`src/rtl/tv80_bus_pkg.sv`:
```
// Shared encodings for the TV80 bus-cycle sequencer: request types, FSM states
// and the wait-state counter type.
package tv80_bus_pkg;

   localparam logic [2:0] REQ_FETCH   = 3'd0;
   localparam logic [2:0] REQ_MEM_RD  = 3'd1;
   localparam logic [2:0] REQ_MEM_WR  = 3'd2;
   localparam logic [2:0] REQ_IO_RD   = 3'd3;
   localparam logic [2:0] REQ_IO_WR   = 3'd4;
   localparam logic [2:0] REQ_INT_ACK = 3'd5;

   localparam logic [2:0] ST_IDLE = 3'd0;
   localparam logic [2:0] ST_T1   = 3'd1;
   localparam logic [2:0] ST_T2   = 3'd2;
   localparam logic [2:0] ST_TW   = 3'd3;
   localparam logic [2:0] ST_T3   = 3'd4;
   localparam logic [2:0] ST_T4   = 3'd5;

   // Programmed waits are 3 bits, but interrupt acknowledge adds one more.
   localparam int WAIT_W = 4;
   typedef logic [WAIT_W-1:0] wait_cnt_t;

   function automatic wait_cnt_t wait_load(input logic [2:0] rtype,
                                           input int mem_wait,
                                           input int io_wait);
      case (rtype)
         REQ_IO_RD, REQ_IO_WR: return wait_cnt_t'(io_wait);
         REQ_INT_ACK:          return wait_cnt_t'(io_wait + 1);
         default:              return wait_cnt_t'(mem_wait);
      endcase
   endfunction

   function automatic logic is_read(input logic [2:0] rtype);
      return (rtype == REQ_FETCH) || (rtype == REQ_MEM_RD) ||
             (rtype == REQ_IO_RD) || (rtype == REQ_INT_ACK);
   endfunction

   function automatic logic is_write(input logic [2:0] rtype);
      return (rtype == REQ_MEM_WR) || (rtype == REQ_IO_WR);
   endfunction

   function automatic logic is_reserved(input logic [2:0] rtype);
      return rtype > REQ_INT_ACK;
   endfunction

endpackage

```
`src/rtl/tv80_bus_seq_if.sv`:
```
// Core-side request/response handshake plus pad-side bus signals of the sequencer.
// master = core and pad ring driving requests and bus inputs; slave = sequencer.
interface tv80_bus_seq_if #(
   parameter int AW = 16,
   parameter int DW = 8
);
   logic          req_valid;
   logic          req_ready;
   logic [2:0]    req_type;
   logic [AW-1:0] req_addr;
   logic [DW-1:0] req_wdata;
   logic [AW-9:0] rfsh_page;
   logic          rsp_valid;
   logic [DW-1:0] rsp_rdata;
   logic          wait_n;
   logic [DW-1:0] di;
   logic [AW-1:0] A;
   logic [DW-1:0] dout;
   logic          m1_n;
   logic          mreq_n;
   logic          iorq_n;
   logic          rd_n;
   logic          wr_n;
   logic          rfsh_n;

   modport master (
      output req_valid, req_type, req_addr, req_wdata, rfsh_page, wait_n, di,
      input  req_ready, rsp_valid, rsp_rdata, A, dout,
             m1_n, mreq_n, iorq_n, rd_n, wr_n, rfsh_n
   );

   modport slave (
      input  req_valid, req_type, req_addr, req_wdata, rfsh_page, wait_n, di,
      output req_ready, rsp_valid, rsp_rdata, A, dout,
             m1_n, mreq_n, iorq_n, rd_n, wr_n, rfsh_n
   );
endinterface

```
`src/rtl/tv80_bus_wait_ctr.sv`:
```
// Loadable wait-state down-counter; holds at zero and only moves on cen edges.
module tv80_bus_wait_ctr
   import tv80_bus_pkg::*;
(
   input  logic      clk,
   input  logic      reset_n,
   input  logic      cen,
   input  logic      load,
   input  wait_cnt_t load_val,
   input  logic      dec,
   output logic      zero
);
   wait_cnt_t cnt_reg;

   always_ff @(posedge clk) begin
      if (!reset_n) begin
         cnt_reg <= '0;
      end else if (cen) begin
         if (load) begin
            cnt_reg <= load_val;
         end else if (dec && (cnt_reg != '0)) begin
            cnt_reg <= cnt_reg - 1'b1;
         end
      end
   end

   assign zero = (cnt_reg == '0);
endmodule

```
`src/rtl/tv80_bus_seq.sv`:
```
// Z80-style bus-cycle sequencer: turns core requests into T1/T2/Tw/T3/T4 timing
// with registered active-low strobes, automatic waits and DRAM refresh.
module tv80_bus_seq
   import tv80_bus_pkg::*;
#(
   parameter int AW       = 16,
   parameter int DW       = 8,
   parameter int T2WRITE  = 1,
   parameter int MEM_WAIT = 0,
   parameter int IO_WAIT  = 1,
   parameter int REFRESH  = 1
) (
   input  logic          clk,
   input  logic          reset_n,
   input  logic          cen,
   tv80_bus_seq_if.slave bus
);
   logic [2:0]    state_reg;
   logic [2:0]    type_reg;
   logic [7:0]    rcnt_reg;
   logic [AW-1:0] a_reg;
   logic [DW-1:0] dout_reg;
   logic [DW-1:0] rdata_reg;
   logic          m1_reg, mreq_reg, iorq_reg, rd_reg, wr_reg, rfsh_reg;
   logic          rsp_valid_reg;

   logic          fetch_rfsh;
   logic          final_st;
   logic          ready;
   logic          accept;
   logic          wait_zero;
   logic          wait_load_en;
   logic          wait_dec;
   wait_cnt_t     wait_init;

   assign fetch_rfsh   = (type_reg == REQ_FETCH) && (REFRESH != 0);
   assign final_st     = ((state_reg == ST_T3) && !fetch_rfsh) || (state_reg == ST_T4);
   assign ready        = (state_reg == ST_IDLE) || final_st;
   assign accept       = cen && bus.req_valid && ready;
   assign wait_load_en = (state_reg == ST_T1);
   assign wait_dec     = (state_reg == ST_T2) || (state_reg == ST_TW);
   assign wait_init    = wait_load(type_reg, MEM_WAIT, IO_WAIT);

   tv80_bus_wait_ctr u_wait_ctr (
      .clk      (clk),
      .reset_n  (reset_n),
      .cen      (cen),
      .load     (wait_load_en),
      .load_val (wait_init),
      .dec      (wait_dec),
      .zero     (wait_zero)
   );

   always_ff @(posedge clk) begin
      // The response strobe is a one-clk pulse even when cen stretches states.
      rsp_valid_reg <= 1'b0;
      if (!reset_n) begin
         state_reg <= ST_IDLE;
         type_reg  <= REQ_FETCH;
         rcnt_reg  <= '0;
         a_reg     <= '0;
         dout_reg  <= '0;
         rdata_reg <= '0;
         {m1_reg, mreq_reg, iorq_reg, rd_reg, wr_reg, rfsh_reg} <= '1;
      end else if (cen) begin
         case (state_reg)
            ST_T1: begin
               state_reg <= ST_T2;
               case (type_reg)
                  REQ_FETCH, REQ_MEM_RD: begin
                     mreq_reg <= 1'b0;
                     rd_reg   <= 1'b0;
                  end
                  REQ_MEM_WR: begin
                     mreq_reg <= 1'b0;
                     if (T2WRITE != 0) wr_reg <= 1'b0;
                  end
                  REQ_IO_RD: begin
                     iorq_reg <= 1'b0;
                     rd_reg   <= 1'b0;
                  end
                  REQ_IO_WR: begin
                     iorq_reg <= 1'b0;
                     wr_reg   <= 1'b0;
                  end
                  REQ_INT_ACK: iorq_reg <= 1'b0;
                  default: ;
               endcase
            end
            ST_T2, ST_TW: begin
               if (!wait_zero || !bus.wait_n) begin
                  state_reg <= ST_TW;
               end else begin
                  state_reg <= ST_T3;
                  if (is_read(type_reg)) rdata_reg <= bus.di;
                  if ((type_reg == REQ_MEM_WR) && (T2WRITE == 0)) wr_reg <= 1'b0;
                  if (fetch_rfsh) begin
                     m1_reg   <= 1'b1;
                     rd_reg   <= 1'b1;
                     mreq_reg <= 1'b1;
                     rfsh_reg <= 1'b0;
                     a_reg    <= {bus.rfsh_page, rcnt_reg};
                  end
               end
            end
            ST_T3: begin
               if (fetch_rfsh) begin
                  state_reg <= ST_T4;
                  mreq_reg  <= 1'b0;
               end
            end
            default: ;
         endcase

         if (final_st) begin
            state_reg <= ST_IDLE;
            rsp_valid_reg <= 1'b1;
            {m1_reg, mreq_reg, iorq_reg, rd_reg, wr_reg, rfsh_reg} <= '1;
            // Only the low seven bits count, as on the original Z80 R register.
            if (state_reg == ST_T4) rcnt_reg[6:0] <= rcnt_reg[6:0] + 7'd1;
         end

         // Accept last so a back-to-back request overrides the completion above.
         if (accept) begin
            if (is_reserved(bus.req_type)) begin
               rsp_valid_reg <= 1'b1;
            end else begin
               state_reg <= ST_T1;
               type_reg  <= bus.req_type;
               a_reg     <= bus.req_addr;
               if (is_write(bus.req_type)) dout_reg <= bus.req_wdata;
               m1_reg    <= !((bus.req_type == REQ_FETCH) || (bus.req_type == REQ_INT_ACK));
            end
         end
      end
   end

   assign bus.req_ready = ready;
   assign bus.rsp_valid = rsp_valid_reg;
   assign bus.rsp_rdata = rdata_reg;
   assign bus.A         = a_reg;
   assign bus.dout      = dout_reg;
   assign bus.m1_n      = m1_reg;
   assign bus.mreq_n    = mreq_reg;
   assign bus.iorq_n    = iorq_reg;
   assign bus.rd_n      = rd_reg;
   assign bus.wr_n      = wr_reg;
   assign bus.rfsh_n    = rfsh_reg;
endmodule

```
`src/flat_wrapper.sv`:
```
// flat-port wrapper written by rule: the top's interface ports become plain ports
module tv80_bus_seq_flat import tv80_bus_pkg::*;
#(
   parameter int AW       = 16,
   parameter int DW       = 8,
   parameter int T2WRITE  = 1,
   parameter int MEM_WAIT = 0,
   parameter int IO_WAIT  = 1,
   parameter int REFRESH  = 1
)
  (clk, reset_n, cen, bus_req_valid, bus_req_type, bus_req_addr, bus_req_wdata, bus_rfsh_page, bus_wait_n, bus_di, bus_req_ready, bus_rsp_valid, bus_rsp_rdata, bus_A, bus_dout, bus_m1_n, bus_mreq_n, bus_iorq_n, bus_rd_n, bus_wr_n, bus_rfsh_n);
  tv80_bus_seq_if #(.AW(AW), .DW(DW)) bus_i ();
  input  logic clk;
  input  logic reset_n;
  input  logic cen;
  input wire logic [$bits(bus_i.req_valid)-1:0] bus_req_valid;
  input wire logic [$bits(bus_i.req_type)-1:0] bus_req_type;
  input wire logic [$bits(bus_i.req_addr)-1:0] bus_req_addr;
  input wire logic [$bits(bus_i.req_wdata)-1:0] bus_req_wdata;
  input wire logic [$bits(bus_i.rfsh_page)-1:0] bus_rfsh_page;
  input wire logic [$bits(bus_i.wait_n)-1:0] bus_wait_n;
  input wire logic [$bits(bus_i.di)-1:0] bus_di;
  output wire logic [$bits(bus_i.req_ready)-1:0] bus_req_ready;
  output wire logic [$bits(bus_i.rsp_valid)-1:0] bus_rsp_valid;
  output wire logic [$bits(bus_i.rsp_rdata)-1:0] bus_rsp_rdata;
  output wire logic [$bits(bus_i.A)-1:0] bus_A;
  output wire logic [$bits(bus_i.dout)-1:0] bus_dout;
  output wire logic [$bits(bus_i.m1_n)-1:0] bus_m1_n;
  output wire logic [$bits(bus_i.mreq_n)-1:0] bus_mreq_n;
  output wire logic [$bits(bus_i.iorq_n)-1:0] bus_iorq_n;
  output wire logic [$bits(bus_i.rd_n)-1:0] bus_rd_n;
  output wire logic [$bits(bus_i.wr_n)-1:0] bus_wr_n;
  output wire logic [$bits(bus_i.rfsh_n)-1:0] bus_rfsh_n;
  assign bus_i.req_valid = bus_req_valid;
  assign bus_i.req_type = bus_req_type;
  assign bus_i.req_addr = bus_req_addr;
  assign bus_i.req_wdata = bus_req_wdata;
  assign bus_i.rfsh_page = bus_rfsh_page;
  assign bus_i.wait_n = bus_wait_n;
  assign bus_i.di = bus_di;
  assign bus_req_ready = bus_i.req_ready;
  assign bus_rsp_valid = bus_i.rsp_valid;
  assign bus_rsp_rdata = bus_i.rsp_rdata;
  assign bus_A = bus_i.A;
  assign bus_dout = bus_i.dout;
  assign bus_m1_n = bus_i.m1_n;
  assign bus_mreq_n = bus_i.mreq_n;
  assign bus_iorq_n = bus_i.iorq_n;
  assign bus_rd_n = bus_i.rd_n;
  assign bus_wr_n = bus_i.wr_n;
  assign bus_rfsh_n = bus_i.rfsh_n;
  tv80_bus_seq #(.AW(AW), .DW(DW), .T2WRITE(T2WRITE), .MEM_WAIT(MEM_WAIT), .IO_WAIT(IO_WAIT), .REFRESH(REFRESH)) u_core (.clk(clk), .reset_n(reset_n), .cen(cen), .bus(bus_i));
endmodule
```
`config.mk`:
```
export PLATFORM = sky130hd
export DESIGN_NAME = tv80_bus_seq_flat
export DESIGN_NICKNAME = d
export VERILOG_FILES = /design/src/rtl/tv80_bus_pkg.sv /design/src/rtl/tv80_bus_seq_if.sv /design/src/rtl/tv80_bus_wait_ctr.sv /design/src/rtl/tv80_bus_seq.sv /design/src/flat_wrapper.sv
export SDC_FILE = /design/constraint.sdc
export NUM_CORES = 1
export LEC_CHECK = 0
export CAP_MARGIN = 20
export CORE_ASPECT_RATIO = 1.2
export CORE_UTILIZATION = 47
export CTS_BUF_LIST = sky130_fd_sc_hd__clkbuf_2
export DETAILED_ROUTE_END_ITERATION = 6
export GPL_TIMING_DRIVEN = 0
export MAX_ROUTING_LAYER = met4
export PLACE_DENSITY = 0.82
export SLEW_MARGIN = 20
export SYNTH_ARGS = -nofsm -noshare
export SYNTH_HDL_FRONTEND = slang
export SYNTH_SLANG_ARGS = --single-unit
```
`constraint.sdc`:
```
create_clock -name clk -period 2.65 [get_ports clk]
set_input_delay 0.53 -clock clk [delete_from_list [all_inputs] [get_ports clk]]
set_output_delay 0.53 -clock clk [all_outputs]
set_load 0.1 [all_outputs]
```
==> results of run 1 <==
[layout make-up]
class	instances	share of cell area [%]
clock buffers	6	0.825
inverters	6	0.619
well taps	62	2.13
multi-input cells	211	37.9
repair buffers	87	23.9
clock inverters	2	1.07
flip-flops and latches	56	30.8
plain buffers	20	2.82
[metrics by stage]
step | cell area (µm²) | total power, mW | hold slack [ps] | utilization [%] | setup WS (ps)
floorplan | 2620 | 1.23 | 448 | - | 83.1
global placement | 3560 | 1.38 | 460 | 66.8 | -185
detailed placement | 3560 | 1.39 | 469 | 66.8 | -174
CTS | 3630 | 1.82 | 495 | 68.1 | 8.31
global route | 3640 | 1.89 | 508 | 68.2 | 34.7
finish | 3640 | 1.82 | 495 | 68.2 | 111
[cells in the final DEF (no fill, tap or decap), types with 6 or more instances in the layout]
cell,instances
nand2_1,11
clkdlybuf4s50_1,86
clkbuf_2,8
nand3_1,27
nor2_1,16
o21ai_0,23
clkbuf_1,12
dfxtp_1,56
nand2b_1,7
nor3_1,7
a21oi_1,24
and2_1,18
a221o_1,15
inv_1,6
[cells by family (layout without fill, tap and decap cells)]
| logic type | count (synthesis) | count (layout) | share of synthesized area (%) |
|---|---|---|---|
| AO/OA/AOI/OAI | 82 | 82 | 21.9 |
| adder cells (fa/ha/maj) | 2 | 2 | 0.959 |
| XOR/XNOR | 10 | 10 | 3.36 |
| buffers and inverters | 26 | 121 | 4.70 |
| AND/OR/NAND/NOR | 114 | 114 | 24.9 |
| flip-flops | 56 | 56 | 43.0 |
| multiplexers | 3 | 3 | 1.20 |
[path summary, 6_finish.rpt]
path                                     start                  to
setup reg to reg  u_core.u_wait_ctr.cnt_reg[0]    u_core.bus.A[15]
hold / removal              u_core.bus.dout[5]  u_core.bus.dout[5]
setup / recovery               u_core.bus.A[6]            bus_A[6]
hold reg to reg             u_core.bus.dout[5]  u_core.bus.dout[5]
[layer usage]
layer  vias to the layer above  routed length, µm  track usage (%)  part of all wire, %
li1                       1271                  -                -                    -
met1                      1174               2770             27.4                   42
met2                       108               3210             39.2                   49
met3                         9                463             4.71                  7.1
met4                         0                 65             5.09                  1.0
met5                         -                  0                -                    0
[timing repair]
action | CTS | global route
cloned | 0 | 0
gates resized for setup | 6 | 5
hold buffers | 0 | 0
setup buffers | 0 | 0
setup endpoints to repair | 1 | 1
[power by group through the flow]
stage                     Clock, mW  Combinational (mW)  Sequential [mW]
after global routing          0.474               0.511            0.901
final                         0.439               0.482            0.896
after floorplan                   0               0.174             1.06
after global placement            0               0.473            0.910
after detailed placement          0               0.477            0.911
after CTS                     0.445               0.479            0.896
==> results.rst, run 1 <==
.. list-table::
   :header-rows: 1

   * - Metric
     - Value
   * - Run status
     - complete, no violations
   * - Layout overhead on the synthesized area
     - 39.4%
   * - Unrepaired setup endpoints after global routing
     - no
   * - Maximum clock frequency
     - 0.394 GHz
   * - Pin count of the biggest net entering global routing
     - 18
   * - Mean instance size in the synthesized netlist
     - 8.91 µm²
   * - # diodes
     - 0
   * - Max FO, Critical Path
     - 2
   * - Post-route ant nets
     - 0
   * - Die ar.
     - 5860 µm²
   * - Number of buffers inserted during clock tree synthesis
     - 5
   * - Routed length per instance
     - 14.5 µm
   * - I/O Pins
     - 88
   * - Fraction of layout instances using a drive strength above 1
     - 6.19%
   * - Clk_lat worst skew
     - 460 ps
   * - Post-route clock skew
     - 15.7 ps
   * - Vias per inst
     - 5.69
   * - Data arrival time of the critical path
     - 2010 ps
   * - Initial antenna violation count
     - 0
   * - Global route overflow
     - 0
   * - Number of placement rows
     - 29
   * - Unique cell type count in the Yosys netlist
     - 52
   * - Library cell used as clock root buffer
     - clkbuf_2
   * - Delay of the slowest cell on the worst path
     - 1130 ps
   * - Total iterations of the first detailed-routing run
     - 4
   * - Half-perimeter wire length after detailed placement
     - 4860 µm
   * - Final-report setup violation count
     - 0
   * - Yosys Warn Count
     - 0
   * - Sequential share of power
     - 49.3%
   * - Transition time of the tightest slew-check pin
     - 988 ps
   * - Initial core utilization
     - 48.9%
   * - Register Area
     - 1120 µm²
   * - Fraction of power consumed by combinational cells
     - 26.5%
   * - Deepest clock path buffer count
     - 2
   * - WP depth
     - 1
   * - Total instance count after detailed placement
     - 442
   * - Series of cell instances along the critical path
     - clkdlybuf4s50_1
   * - FILL cells
     - 447
   * - Power per standard cell area
     - 499 nW/µm²
   * - Cells after Synth
     - 293
   * - Most frequent cell after synthesis
     - dfxtp_1
   * - CTS H-tree lvls
     - 2
   * - Net switching power of the design
     - 0.598 mW
   * - Ys flop type
     - dfxtp_1
   * - Final slew viol count
     - 0
   * - Proportion of synthesized chip area in sequential cells
     - 43.0%
   * - Setup CP Type
     - flip-flop to output pin
   * - Share of the synthesized area in the top cell type
     - 43.0%
   * - Cell area after synthesis
     - 2610 µm²
   * - Number of cell instances on the worst register-to-register path
     - 7
   * - Setup slack of the most critical reg-to-reg path
     - 570 ps
   * - Die H
     - 83.6 µm
   * - Proportion of total power due to net switching
     - 32.9%
   * - Required time of the critical path
     - 2120 ps
   * - Top cell type by total area after synthesis
     - dfxtp_1
   * - CORE AREA
     - 5330 µm²
   * - Mapped Nets
     - 343
   * - Number of sinks driven by the clock tree
     - 56
   * - Die X
     - 70.0 µm
   * - Overall routing resource usage
     - 22.8%
   * - Highest-delay cell along the critical path
     - clkdlybuf4s50_1
   * - Iteration-0 DRC Markers
     - 108
   * - Flip-flop count of the largest register after layout
     - 16
   * - Final hold viol count
     - 0
   * - Vias in the first global route
     - 2394
   * - I/O Buffers
     - 87
   * - Most common library cells after synthesis
     - 56 x dfxtp_1, 27 x nand3_1, 24 x a21oi_1
   * - Ratio of final minimum period to clock period
     - 95.8%
   * - IR Drop Worst-Case VDD
     - 371 µV
   * - Nature of the critical path startpoint
     - flip-flop
   * - Minimum period implied by the final worst setup slack
     - 2540 ps
   * - Final TNS setup
     - 0 ps
   * - Post-layout nets
     - 437
   * - Clock share of power
     - 24.2%
   * - CP delay by family, top
     - buffers and inverters
   * - Internal power of the cells
     - 1.22 mW
   * - Reg clk slew, reported paths
     - 280 ps
   * - Last weighted congestion value of the routability-driven placer
     - 0.931
   * - Count of non-filler cells in the finished layout
     - 450
   * - Global-route wire length before repair
     - 10900 µm
   * - Synthesized flop and latch total
     - 56
   * - Async set-reset flop share out of synthesis
     - 0%
   * - Synth area leaders
     - dfxtp_1 43%, a221o_1 5.8%, nand3_1 5.2%, a21oi_1 4.6%, o21ai_0 4.4%
   * - Number of maximum-capacitance violations
     - 0
   * - Worst min path class
     - flip-flop to flip-flop
   * - Post-synth EDFFs
     - 0
   * - Footprint of the multi-input gates
     - 1380 µm²
   * - Slew Limit Headroom
     - 33.9%
   * - CTS tree
     - done
   * - Type of destination of the critical path
     - output pin
   * - Vias post-DR
     - 2562
   * - Hold Path Depth
     - 2
   * - Count of unresolved DRC violations after routing
     - 0
   * - Combined buffer and inverter count along the critical path
     - 1
   * - Leakage
     - 1.30 nW
   * - Final wirelength
     - 6510 µm
Note: power is estimated with default switching activity, not from simulation.
==> run 2, diff against run 1 <==
--- a/config.mk
+++ b/config.mk
@@ -7,6 +7,7 @@
 export LEC_CHECK = 0
 export CAP_MARGIN = 20
 export CORE_ASPECT_RATIO = 1.2
+export CORE_MARGIN = 2
 export CORE_UTILIZATION = 47
 export CTS_BUF_LIST = sky130_fd_sc_hd__clkbuf_2
 export DETAILED_ROUTE_END_ITERATION = 6
==> constraint.sdc (replaced) <==
create_clock -name clk -period 2.75 [get_ports clk]
set_input_delay 0.55 -clock clk [delete_from_list [all_inputs] [get_ports clk]]
set_output_delay 0.55 -clock clk [all_outputs]
set_load 0.1 [all_outputs]
==> results.rst, run 2 (synthesis results as in run 1) <==
.. list-table::
   :header-rows: 1

   * - Metric
     - Value
   * - IR Drop Worst-Case VDD
     - 370 µV (was 371 µV)
   * - Slew Limit Headroom
     - 33.9% (about the same)
   * - Routed length per instance
     - 14.8 µm (was 14.5 µm)
   * - Max FO, Critical Path
     - 10 (was 2)
   * - Vias per inst
     - 5.61 (was 5.69)
   * - Iteration-0 DRC Markers
     - 121 (was 108)
   * - Global-route wire length before repair
     - 11000 µm (was 10900 µm)
   * - Nature of the critical path startpoint
     - flip-flop (unchanged)
   * - Last weighted congestion value of the routability-driven placer
     - 0.915 (was 0.931)
   * - Total iterations of the first detailed-routing run
     - 4 (unchanged)
   * - Post-route ant nets
     - 0 (unchanged)
   * - Footprint of the multi-input gates
     - 1380 µm² (unchanged)
   * - Ratio of final minimum period to clock period
     - 94.6%
   * - Worst min path class
     - flip-flop to flip-flop (unchanged)
   * - Clk_lat worst skew
     - 470 ps (was 460 ps)
   * - Die ar.
     - 6170 µm² (was 5860 µm²)
   * - Combined buffer and inverter count along the critical path
     - 2 (was 1)
   * - I/O Pins
     - 88 (unchanged)
   * - Global route overflow
     - 0 (unchanged)
   * - Flip-flop count of the largest register after layout
     - 16 (unchanged)
   * - Die H
     - 85.6 µm (was 83.6 µm)
   * - Post-route clock skew
     - 30.4 ps (was 15.7 ps)
   * - Post-route worst hold slack
     - 500 ps (was 495 ps)
   * - Most used cells in the layout excluding fill and tap cells
     - 86 x clkdlybuf4s50_1, 56 x dfxtp_1, 27 x nand3_1, 24 x a21oi_1, 23 x o21ai_0 (unchanged)
   * - Final TNS setup
     - 0 ps (unchanged)
   * - Vias post-DR
     - 2526 (was 2562)
   * - Final hold viol count
     - 0 (unchanged)
   * - Minimum period implied by the final worst setup slack
     - 2600 ps
   * - Pin count of the biggest net entering global routing
     - 18 (unchanged)
   * - I/O Buffers
     - 87 (unchanged)
   * - Run status
     - complete, no violations (unchanged)
   * - Number of maximum-capacitance violations
     - 0 (unchanged)
   * - Type of destination of the critical path
     - output pin (unchanged)
   * - Reg clk slew, reported paths
     - 280 ps (about the same)
   * - Post-layout nets
     - 437 (unchanged)
   * - Vias in the first global route
     - 2422 (was 2394)
   * - Deepest clock path buffer count
     - 2 (unchanged)
   * - Layout overhead on the synthesized area
     - 38.4% (was 39.4%)
   * - Register Area
     - 1120 µm² (unchanged)
   * - Initial antenna violation count
     - 0 (unchanged)
   * - Data arrival time of the critical path
     - 2050 ps (was 2010 ps)
   * - Delay of the slowest cell on the worst path
     - 420 ps (was 1130 ps)
   * - Worst-case setup slack after placement
     - -87.5 ps (was -174 ps)
   * - CTS tree
     - done (unchanged)
   * - FILL cells
     - 460 (was 447)
   * - Number of sinks driven by the clock tree
     - 56 (unchanged)
   * - Unrepaired setup endpoints after global routing
     - no (unchanged)
   * - Setup CP Type
     - flip-flop to output pin (unchanged)
   * - Leakage
     - 1.27 nW (was 1.30 nW)
   * - Final wirelength
     - 6660 µm (was 6510 µm)
   * - Maximum clock frequency
     - 0.384 GHz
   * - CTS hold repair buffers
     - 0 (unchanged)
   * - CTS H-tree lvls
     - 2 (unchanged)
   * - Fraction of layout instances using a drive strength above 1
     - 5.67% (was 6.19%)
   * - Number of buffers inserted during clock tree synthesis
     - 5 (unchanged)
   * - Initial core utilization
     - 48.9% (unchanged)
   * - CORE AREA
     - 5330 µm² (unchanged)
   * - Number of placement rows
     - 29 (unchanged)
   * - CP delay by family, top
     - buffers and inverters (unchanged)
   * - Highest-delay cell along the critical path
     - dfxtp_1 (was clkdlybuf4s50_1)
   * - Final slew viol count
     - 0 (unchanged)
   * - Count of unresolved DRC violations after routing
     - 0 (unchanged)
   * - Required time of the critical path
     - 2200 ps (was 2120 ps)
   * - Worst-case setup margin in the final layout
     - 147 ps (was 111 ps)
   * - Overall Power
     - 1.66 mW (was 1.82 mW)
   * - Die X
     - 72.0 µm (was 70.0 µm)
   * - Series of cell instances along the critical path
     - clkbuf_1 -> nor4_2 -> a211oi_2 -> clkbuf_4 (was clkdlybuf4s50_1)
   * - Power per standard cell area
     - 460 nW/µm² (was 499 nW/µm²)
   * - # diodes
     - 0 (unchanged)
   * - Overall routing resource usage
     - 22.5% (was 22.8%)
   * - Number of setup buffers added after CTS
     - 0 (unchanged)
   * - Half-perimeter wire length after detailed placement
     - 4990 µm (was 4860 µm)
   * - Most common cell after layout, fill and taps aside
     - clkdlybuf4s50_1 (unchanged)
   * - Final-report setup violation count
     - 0 (unchanged)
   * - Library cell used as clock root buffer
     - clkbuf_2 (unchanged)
   * - Transition time of the tightest slew-check pin
     - 988 ps (about the same)
-- run 2: path summary, 6_finish.rpt --
kind | end | depth (start not counted) | start | slack [ps]
hold / removal | u_core.bus.rsp_rdata[0] | 2 | u_core.bus.rsp_rdata[0] | 500
setup / recovery | bus_req_ready | 4 | u_core.type_reg[0] | 150
hold reg to reg | u_core.bus.rsp_rdata[0] | 2 | u_core.bus.rsp_rdata[0] | 500
setup reg to reg | u_core.bus.A[13] | 6 | u_core.type_reg[2] | 690
-- run 2: metrics by stage --
step	utilization [%]	instances	cell area [µm²]
6_report	67.7	450	3610
5_1_grt	67.7	450	3610
4_1_cts	67.7	450	3610
3_5_place_dp	66.8	442	3560
3_3_place_gp	66.8	442	3560
2_1_floorplan	-	293	2620
-- run 2: report_power, final --
group / switching [mW] / total, mW / internal, mW / leakage [nW]
clock: 0.269 / 0.337 / 0.0680 / 0.0292
sequential: 0.0193 / 0.864 / 0.844 / 0.454
combinational: 0.293 / 0.462 / 0.169 / 0.791
-- run 2: worst register-to-register path, cell delays in order (launching register included) --
cell	delay [ps]
dfxtp_1	380
buf_6	140
or4_4	570
o2111ai_4	330
nor3_4	110
buf_6	170
a221o_1	300
-- run 2: layout make-up --
class / instances / area share (%)
inverter: 6 / 0.623
clock buffer: 6 / 0.831
timing repair buffer: 87 / 24.0
sequential: 56 / 31.0
buffer: 20 / 2.77
tap: 62 / 2.15
multi-input combinational: 211 / 38.1
clock inverter: 2 / 0.450
-- run 2: per-layer routing --
metal | GRT usage [%] | part of all wire, % | vias to the layer above
met2 | 37.9 | 48 | 96
met5 | - | 0 | -
met3 | 4.35 | 6.6 | 3
met1 | 28.0 | 45 | 1153
li1 | - | - | 1274
met4 | 4.46 | 0.60 | 0
-- run 2: what timing repair did --
item	in CTS	in global routing
gates cloned	0	0
endpoints found under the setup margin	1	1
resized for setup	6	1
